**config.mk**
```make
export PLATFORM = sky130hd
export DESIGN_NAME = sub_sample
export DESIGN_NICKNAME = d
export VERILOG_FILES = /design/src/rtl/sub_sample.sv
export SDC_FILE = /design/constraint.sdc
export NUM_CORES = 1
export LEC_CHECK = 0
export BUFFER_PORTS_ARGS = -buffer_cell sky130_fd_sc_hd__buf_2
export CAP_MARGIN = 15
export CORE_AREA = 2 2 51 53
export CTS_BUF_LIST = sky130_fd_sc_hd__clkbuf_4 sky130_fd_sc_hd__clkbuf_8
export DETAILED_ROUTE_END_ITERATION = 8
export DIE_AREA = 0 0 53 55
export PLACE_DENSITY = 0.93
export SKIP_LAST_GASP = 1
export SYNTH_ARGS = -nofsm -noshare
export SYNTH_HDL_FRONTEND = slang
export SYNTH_SLANG_ARGS = --single-unit
```
**constraint.sdc**
```tcl
create_clock -name clock -period 1.4 [get_ports clock]
set_clock_uncertainty 0.1 [all_clocks]
set_input_delay 0.42 -clock clock [delete_from_list [all_inputs] [get_ports clock]]
set_output_delay 0.42 -clock clock [all_outputs]
set_load 0.02 [all_outputs]
```
**src/rtl/sub_sample.sv**
```systemverilog
// Two-stage neighborhood mean: registered full-width sum, then an exact
// floor division by the constant neighborhood size.
module sub_sample #(
    parameter int NN_WIDTH          = 8,
    parameter int NEIGHBORHOOD_SIZE = 4,
    parameter int NH_VECTOR_WIDTH   = NN_WIDTH * NEIGHBORHOOD_SIZE,
    parameter int SUM_WIDTH         = NN_WIDTH + $clog2(NEIGHBORHOOD_SIZE)
) (
    input  logic                       clock,
    input  logic                       reset,
    input  logic [NH_VECTOR_WIDTH-1:0] rect_in,
    output logic [NN_WIDTH-1:0]        rect_out
);

    localparam int  LOG2_N = $clog2(NEIGHBORHOOD_SIZE);
    localparam bit  IS_POW2 =
        (NEIGHBORHOOD_SIZE & (NEIGHBORHOOD_SIZE - 1)) == 0;

    logic [SUM_WIDTH-1:0] sum_d;
    logic [SUM_WIDTH-1:0] sum_q;
    logic [NN_WIDTH-1:0]  quo_d;

    always_comb begin
        sum_d = '0;
        for (int k = 0; k < NEIGHBORHOOD_SIZE; k++) begin
            sum_d = sum_d + SUM_WIDTH'(rect_in[k*NN_WIDTH +: NN_WIDTH]);
        end
    end

    always_ff @(posedge clock or negedge reset) begin
        if (!reset) begin
            sum_q <= '0;
        end else begin
            sum_q <= sum_d;
        end
    end

    generate
        if (IS_POW2) begin : g_shift
            assign quo_d = NN_WIDTH'(sum_q >> LOG2_N);
        end else begin : g_div
            localparam logic [SUM_WIDTH:0] DIV =
                (SUM_WIDTH + 1)'(NEIGHBORHOOD_SIZE);
            logic [SUM_WIDTH:0]   rem;
            logic [SUM_WIDTH-1:0] quo_full;

            // Restoring division, one quotient bit per sum bit, MSB first
            always_comb begin
                rem      = '0;
                quo_full = '0;
                for (int i = SUM_WIDTH - 1; i >= 0; i--) begin
                    rem = {rem[SUM_WIDTH-1:0], sum_q[i]};
                    if (rem >= DIV) begin
                        rem         = rem - DIV;
                        quo_full[i] = 1'b1;
                    end
                end
            end

            assign quo_d = NN_WIDTH'(quo_full);
        end
    endgenerate

    always_ff @(posedge clock or negedge reset) begin
        if (!reset) begin
            rect_out <= '0;
        end else begin
            rect_out <= quo_d;
        end
    end

endmodule

```
# == Word-level counts from Yosys, hierarchy flattened ==
# Cells that the tools add are included.
# op_classes
n_addsub,3
# op_table
cell,n
$add A10 B8 Y10,1
$add A9 B8 Y10,1
$add A8 B8 Y9,1
# totals
ff_bits,18
inputBits,34
output_inout_bits,8
wordCells,5

# == Logic depth before layout (Yosys ltp) ==
# Gate-level depths: netlist of the first run.
# logic_depth
depth_word,3
ltp_mapped,11
ltp_nobuf,11

# == Worst setup path after synthesis of the first run ==
# OpenSTA, ideal clock, no wires.
# synth_path
path_type,input to register
from,in rect_in[1]
to,reg sum_q[7]
arrival_ps,2703
required_time_ps,1216
setup_slack_ps,-1487
stages,11
path_buffers,0
cell_sequence,inv_1 -> fa_1 -> inv_1 -> fa_1 -> nand2_1 -> nor2_1 -> fa_1 -> a211oi_1 -> nor2_1 -> o31ai_1 -> a21boi_0
# synth_between
elab_chain_cells,3
# synth_lines
element,line,source
from (decl),11,"input logic [NH_VECTOR_WIDTH-1:0] rect_in,"
$add A8 B8 Y9,26,sum_d = sum_d + SUM_WIDTH'(rect_in[k*NN_WIDTH +: NN_WIDTH]);
$add A9 B8 Y10,26,
$add A10 B8 Y10,26,
via sum_d[7],19,logic [SUM_WIDTH-1:0] sum_d;
to (signal assigned),34,sum_q <= sum_d;
to (decl),20,logic [SUM_WIDTH-1:0] sum_q;
# The timed path passes the listed nets, and every way through them passes these cells.

# == Worst setup path after layout of the first run ==
# layout_path
from,in rect_in[17]
to,reg sum_q[7]
# layout_between
elab_chain_cells,2
# layout_lines
element,line
$add A9 B8 Y10,26
$add A10 B8 Y10,26
via sum_d[7],19
# The timed path passes the listed nets, and every way through them passes these cells.

==> metrics.txt, run 1 <==
outcome=finished with violations; failing checks=setup timing; RR Endpoint=rect_out[4]; final worst-path cycle share=1.938; critical path class=in -> reg; Initial Util=0.5238; max_cap viols=0; clk_lat worst skew=280 ps; Final Slew Violations=0; CTS Buf Count=3; fin worst setup slack=-1313 ps; DR vias/cell=4.816; Setup crit start kind=input pin; Die Y=55 µm; number of global-route vias before repair=1158; Req. time, crit path=1520 ps; cell mode on critical path=fa_2; Post-Route WL=2676 µm; Seq cells post-synth=16; worst slew pin tran=366.9 ps; cell count after synthesis=127; multiplexer area fraction after synthesis=0.008081; first-pass GRT wire length=4836 µm; Final Util=0.7524; vias post-DR=1045; deepest clock path buffer count=2; DRC viols=0; share of layout cells above drive strength 1=0.4278; Min-Delay Path Depth=0; final setup fails=8; area share of fa/ha/maj cells after synthesis=0.3293; worst reg-to-reg setup slack=820 ps; Area Overhead vs Synth=43.64%; Total Power=2.544 mW; post-route ant nets=0; Ys Warns=0; Core Region=2365 µm²; DP HPWL=2141 µm; # IOs=42; clock slew at reported path FFs=90 ps; Diodes inserted=0; post-synthesis average cell area=9.753 µm²; initial antenna violation count=0; Distinct cells, synth=27; CP max FO=2; Seq/Total Area, Yosys=0.3232; Largest delay share family, worst path=adder cells; Nets=245; htree depth=1; buffers and inverters on the worst path=3; largest net degree at the start of global routing=17; GR Util All Layers=0.2317; Final GP Congestion=0.7430; worst-path cell chain=buf_8, inv_4, fa_1, inv_1, fa_2, nand2_2, nor2_4, fa_2, a211oi_2, nor2_2, o31ai_4, a21boi_2; R2R cell count=0; hold slack=254.3 ps; die area=2915 µm²; Rel. slew slack=0.7528; Compound-Gate Fraction of Synth Area=0.09091; largest family of logic cells by synthesized area=adder cells; data arrival time of the critical path=2830 ps; Final Hold Fails=0; CTS Root Buffer Type=clkbuf_4; Synth Net Count=184; I/O Buffers=41; First-pass DRT Iterations=4; RSZ-0062 raised after global routing=yes; Crit-path slowest cell=fa_1; CTS tree=built; Setup WS pre-CTS=-1738 ps; Worst Hold Class=reg -> reg; Syn Std Cell Area=1239 µm²; Die X=53 µm; Iter 0 DRT Violations=6; wire per inst=12.33 µm; CTS Sinks=16; xor/xnor share of the synthesized area=0.01414; worst flop-to-flop path startpoint=sum_q[6]; FP Rows=18; Simple-Gate Fraction of Synth Area=0.09798; Hold Path End=rect_out[1]; Fmax=0.3685 GHz; PD cells=1430 nW/µm²; crit path time final=2713 ps; crit end category=flop; Pleak=0.9710 nW; peak supply drop=1.043 mV; Hold Crit Start=sum_q[3]; gr ovfl total=0; Largest stage delay, worst path=530 ps
flip-flops by register name, indices dropped and copies added (netlist names):
| name | flops |
|---|---|
| rect_out | 8 |
| sum_q | 8 |
power breakdown:
group          internal [mW]  switching [mW]  leakage (nW)
clock                  0.158           0.141        0.0210
sequential             0.687          0.0528         0.185
combinational          0.706           0.800         0.765
layout make-up:
class / count / area, µm²
multi-input combinational: 66 / 764.5
fill: 157 / 585.6
sequential: 16 / 400.4
timing repair buffer: 56 / 354.1
inverter: 45 / 186.4
tap: 30 / 37.54
clock buffer: 4 / 36.28
through the flow:
stage          std cells  setup TNS (ps)  cell area (µm²)
5_1_grt              217           -9532             1779
2_1_floorplan        127           -9313             1296
4_1_cts              217           -8732             1733
3_3_place_gp         211          -11240             1637
3_5_place_dp         211          -11900             1637
6_report             217           -9124             1779
metal layers:
| metal | share of wire | track usage | up-vias | routed length [µm] |
|---|---|---|---|---|
| li1 | - | - | 499 | - |
| met5 | 0 | 0 | - | 0 |
| met4 | 0.021 | 0.08547 | 0 | 55 |
| met2 | 0.59 | 0.4875 | 44 | 1570 |
| met3 | 0.048 | 0.03763 | 8 | 129 |
| met1 | 0.34 | 0.2224 | 494 | 921 |
cell families after synthesis:
kind of cell | after synthesis
and+or+nand+nor | 22
muxes | 1
adders and majority gates | 23
DFF | 16
xor gates and xnor gates | 2
buffers and inverters | 45
AOI/OAI and AO/OA | 18
repair_timing:
action	4_1_cts	5_1_grt
hold buffers	1	0
pin swaps	11	5
endpoints found under the setup margin	8	8
gates resized for setup	13	11
endpoints found under the hold margin	16	0
setup buffers	1	1
gates cloned	0	0
layout by cell type (no fill, tap or decap), drive strengths merged:
cell	count
buf	55
inv	45
dfrtp	16
fa	16
nor2	9
ha	7
a21oi	5
o21ai	4
clkbuf	4
nand2b	3
o21a	2
a21o	2
nand2	2
a211oi	1
o31ai	1
nor2b	1
and2	1
mux2i	1
and4b	1
o31a	1
or3b	1
a31oi	1
nand3	1
a21boi	1
nor4b	1
nand3b	1
nand4b	1
xnor2	1
xor2	1
dlygate4sd3	1
synthesized netlist by cell type:
| master | n | area share |
|---|---|---|
| nand3_1 | 1 | 0.0040 |
| a21boi_0 | 1 | 0.0061 |
| ha_1 | 7 | 0.071 |
| nor2_1 | 9 | 0.027 |
| o21a_1 | 2 | 0.012 |
| a211oi_1 | 1 | 0.0061 |
| nor4b_1 | 1 | 0.0071 |
| nand2_1 | 2 | 0.0061 |
| nor2b_1 | 1 | 0.0051 |
| and4b_1 | 1 | 0.0081 |
| mux2i_1 | 1 | 0.0081 |
| o31ai_1 | 1 | 0.0061 |
| nand2b_1 | 3 | 0.015 |
| a31oi_1 | 1 | 0.0051 |
| xor2_1 | 1 | 0.0071 |
| dfrtp_1 | 16 | 0.32 |
| inv_1 | 45 | 0.14 |
| a21o_1 | 2 | 0.012 |
| o31a_1 | 1 | 0.0071 |
| a21oi_1 | 5 | 0.020 |
| nand4b_1 | 1 | 0.0071 |
| fa_1 | 16 | 0.26 |
| or3b_1 | 1 | 0.0071 |
| xnor2_1 | 1 | 0.0071 |
| and2_1 | 1 | 0.0051 |
| nand3b_1 | 1 | 0.0061 |
| o21ai_0 | 4 | 0.016 |
how the worst max path moves through the flow:
stage,from,to,slack (ps),depth (start not counted)
5_1_grt,rect_in[17],sum_q[7],-1390,12
2_1_floorplan,rect_in[1],sum_q[7],-1380,11
4_1_cts,rect_in[17],sum_q[7],-1240,12
3_3_place_gp,rect_in[1],sum_q[7],-1570,12
6_report,rect_in[17],sum_q[7],-1310,12
3_5_place_dp,rect_in[1],sum_q[7],-1740,12
Note: power is estimated with default switching activity, not from simulation.
==> inputs of run 2 (changes only) <==
--- a/config.mk
+++ b/config.mk
@@ -11,7 +11,7 @@
 export CTS_BUF_LIST = sky130_fd_sc_hd__clkbuf_4 sky130_fd_sc_hd__clkbuf_8
 export DETAILED_ROUTE_END_ITERATION = 8
 export DIE_AREA = 0 0 53 55
-export PLACE_DENSITY = 0.93
+export PLACE_DENSITY = 0.89
 export SKIP_LAST_GASP = 1
 export SYNTH_ARGS = -nofsm -noshare
 export SYNTH_HDL_FRONTEND = slang
==> run 2 against run 1 <==
  * The run still ends with setup timing left
  * Cell count shrank 0.46%
  * Sequential share of layout area grew 0.49 points
  * Sequential power is essentially flat
  * Via count shrank 2.6%
  * Hold slack lost 2.9 ps
  * Cell area shrank 2.1%
  * First-iteration DRC count grew 50%
  * Fmax grew 2.4%
  * Register-to-register slack is essentially flat
  * Worst setup slack gained 63 ps
  * Critical path depth is the same
  * Count of clock-buffer cells in the layout shrank 1
  * Critical path type unchanged
==> metrics.txt, run 2 (synthesis results as in run 1) <==
RR Endpoint=rect_out[4] (unchanged); CTS Root Buffer Type=clkbuf_4 (unchanged); htree depth=1 (unchanged); final setup fails=8 (unchanged); Final Util=0.7365 (was 0.7524); highest metal used=met4 (unchanged); met3 wire length=100 µm (was 129 µm); Worst Hold Class=reg -> reg (unchanged); gr ovfl total=0 (unchanged); CTS Buf Count=3 (unchanged); Diodes inserted=0 (unchanged); number of global-route vias before repair=1118 (was 1158); Setup WS pre-CTS=-1712 ps (was -1738 ps); Area Overhead vs Synth=40.61% (was 43.64%); crit end category=flop (unchanged); Nets=245 (unchanged); Pleak=0.9636 nW (was 0.9710 nW); initial antenna violation count=0 (unchanged); PD cells=1389 nW/µm² (was 1430 nW/µm²); worst reg-to-reg setup slack=820 ps (about the same); Met2 Routed Length=1384 µm (was 1570 µm); worst flop-to-flop path startpoint=sum_q[6] (unchanged); data arrival time of the critical path=2760 ps (was 2830 ps); Hold Crit Start=sum_q[4] (was sum_q[3]); Die X=53 µm (unchanged); Crit-path slowest cell=fa_1 (unchanged); clk_lat worst skew=270 ps (was 280 ps); Core Region=2365 µm² (unchanged); crit path time final=2650 ps (was 2713 ps); largest registers=rect_out x8, sum_q x8 (unchanged); Final Slew Violations=0 (unchanged); Largest stage delay, worst path=580 ps (was 530 ps); design area=1742 µm² (was 1779 µm²); CTS Sinks=16 (unchanged); R2R cell count=0 (unchanged); DP HPWL=1995 µm (was 2141 µm); critical path class=in -> reg (unchanged); First-pass DRT Iterations=4 (unchanged); CTS tree=built (unchanged); Post-Route WL=2433 µm (was 2676 µm); post-route ant nets=0 (unchanged); DRT met1 WL=875 µm (was 921 µm); worst-path cell chain=buf_8, inv_8, fa_1, inv_2, fa_2, nand2_2, nor2_2, fa_2, a211oi_2, nor2_2, o31ai_2, a21boi_2 (was buf_8, inv_4, fa_1, inv_1, fa_2, nand2_2, nor2_4, fa_2, a211oi_2, nor2_2, o31ai_4, a21boi_2); placed inst area=1629 µm² (was 1637 µm²); fin worst setup slack=-1250 ps (was -1313 ps); I/O Buffers=41 (unchanged); share of layout cells above drive strength 1=0.4194 (was 0.4278); Initial Util=0.5238 (unchanged); largest net degree at the start of global routing=17 (unchanged); Min-Delay Path Depth=0 (unchanged); CP max FO=2 (unchanged); Rel. slew slack=0.7806 (was 0.7528); FP Rows=18 (unchanged); clock slew at reported path FFs=80 ps (was 90 ps); outcome=finished with violations (unchanged); Total Power=2.418 mW (was 2.544 mW); most frequent cells in the layout=40 x inv_1, 39 x buf_2, 16 x dfrtp_1, 14 x fa_1, 11 x buf_4 (was 39 x inv_1, 38 x buf_2, 16 x dfrtp_1, 14 x fa_1, 12 x buf_4); Iter 0 DRT Violations=9 (was 6); vias post-DR=1018 (was 1045); max_cap viols=0 (unchanged); Largest delay share family, worst path=adder cells (unchanged); Final GP Congestion=0.7450 (was 0.7430); GR Util All Layers=0.2013 (was 0.2317); # IOs=42 (unchanged); Req. time, crit path=1510 ps (was 1520 ps); worst slew pin tran=329.1 ps (was 366.9 ps); first-pass GRT wire length=4312 µm (was 4836 µm); final worst-path cycle share=1.893 (was 1.938); most common cell after layout, fill and taps aside=inv_1 (unchanged); Setup TNS Final=-8895 ps (was -9124 ps); peak supply drop=0.9938 mV (was 1.043 mV); wire per inst=11.26 µm (was 12.33 µm); Die Y=55 µm (unchanged); Hold Path End=rect_out[2] (was rect_out[1]); buffers and inverters on the worst path=3 (unchanged); DR vias/cell=4.713 (was 4.816); Final Hold Fails=0 (unchanged); Setup crit start kind=input pin (unchanged); DRC viols=0 (unchanged); failing checks=setup timing (unchanged); deepest clock path buffer count=2 (unchanged); Fmax=0.3774 GHz (was 0.3685 GHz); die area=2915 µm² (unchanged); RSZ-0062 raised after global routing=yes (unchanged)
## run 2: where the power goes
group / internal [mW] / leakage, nW / switching (mW)
combinational: 0.693 / 0.764 / 0.763
sequential: 0.688 / 0.185 / 0.0551
clock: 0.0996 / 0.0138 / 0.121
## run 2: timing repair
action	CTS	global route
hold endpoints to repair	16	0
resized for setup	10	10
endpoints found under the setup margin	8	8
pin swaps	10	1
hold buffers	1	0
buffers inserted	1	1
## run 2: layout make-up
| class | count | area [µm²] |
|---|---|---|
| clock buffer | 3 | 22.52 |
| fill | 170 | 623.1 |
| timing repair buffer | 56 | 351.6 |
| tap | 30 | 37.54 |
| sequential | 16 | 400.4 |
| multi-input combinational | 66 | 745.7 |
| inverter | 45 | 183.9 |
## run 2: metrics by stage
stage	instances	hold WS, ps
after detailed placement	210	234.7
after global placement	210	225.6
after global routing	216	264.6
after floorplan	127	24.41
final	216	251.4
after CTS	215	253.1
## run 2: routing by layer
layer / GRT usage / vias up
met1: 0.2052 / 480
met3: 0.01613 / 8
met5: 0 / -
met2: 0.4188 / 35
li1: - / 495
met4: 0.08120 / 0
## run 2: worst max-delay path by stage
stage / start / endpoint / slack (ps) / depth (start not counted)
after floorplan: rect_in[1] / sum_q[7] / -1380 / 11
after global placement: rect_in[1] / sum_q[7] / -1570 / 12
after detailed placement: rect_in[1] / sum_q[7] / -1710 / 12
after CTS: rect_in[18] / sum_q[8] / -1200 / 10
after global routing: rect_in[18] / sum_q[8] / -1310 / 10
final: rect_in[1] / sum_q[7] / -1250 / 12
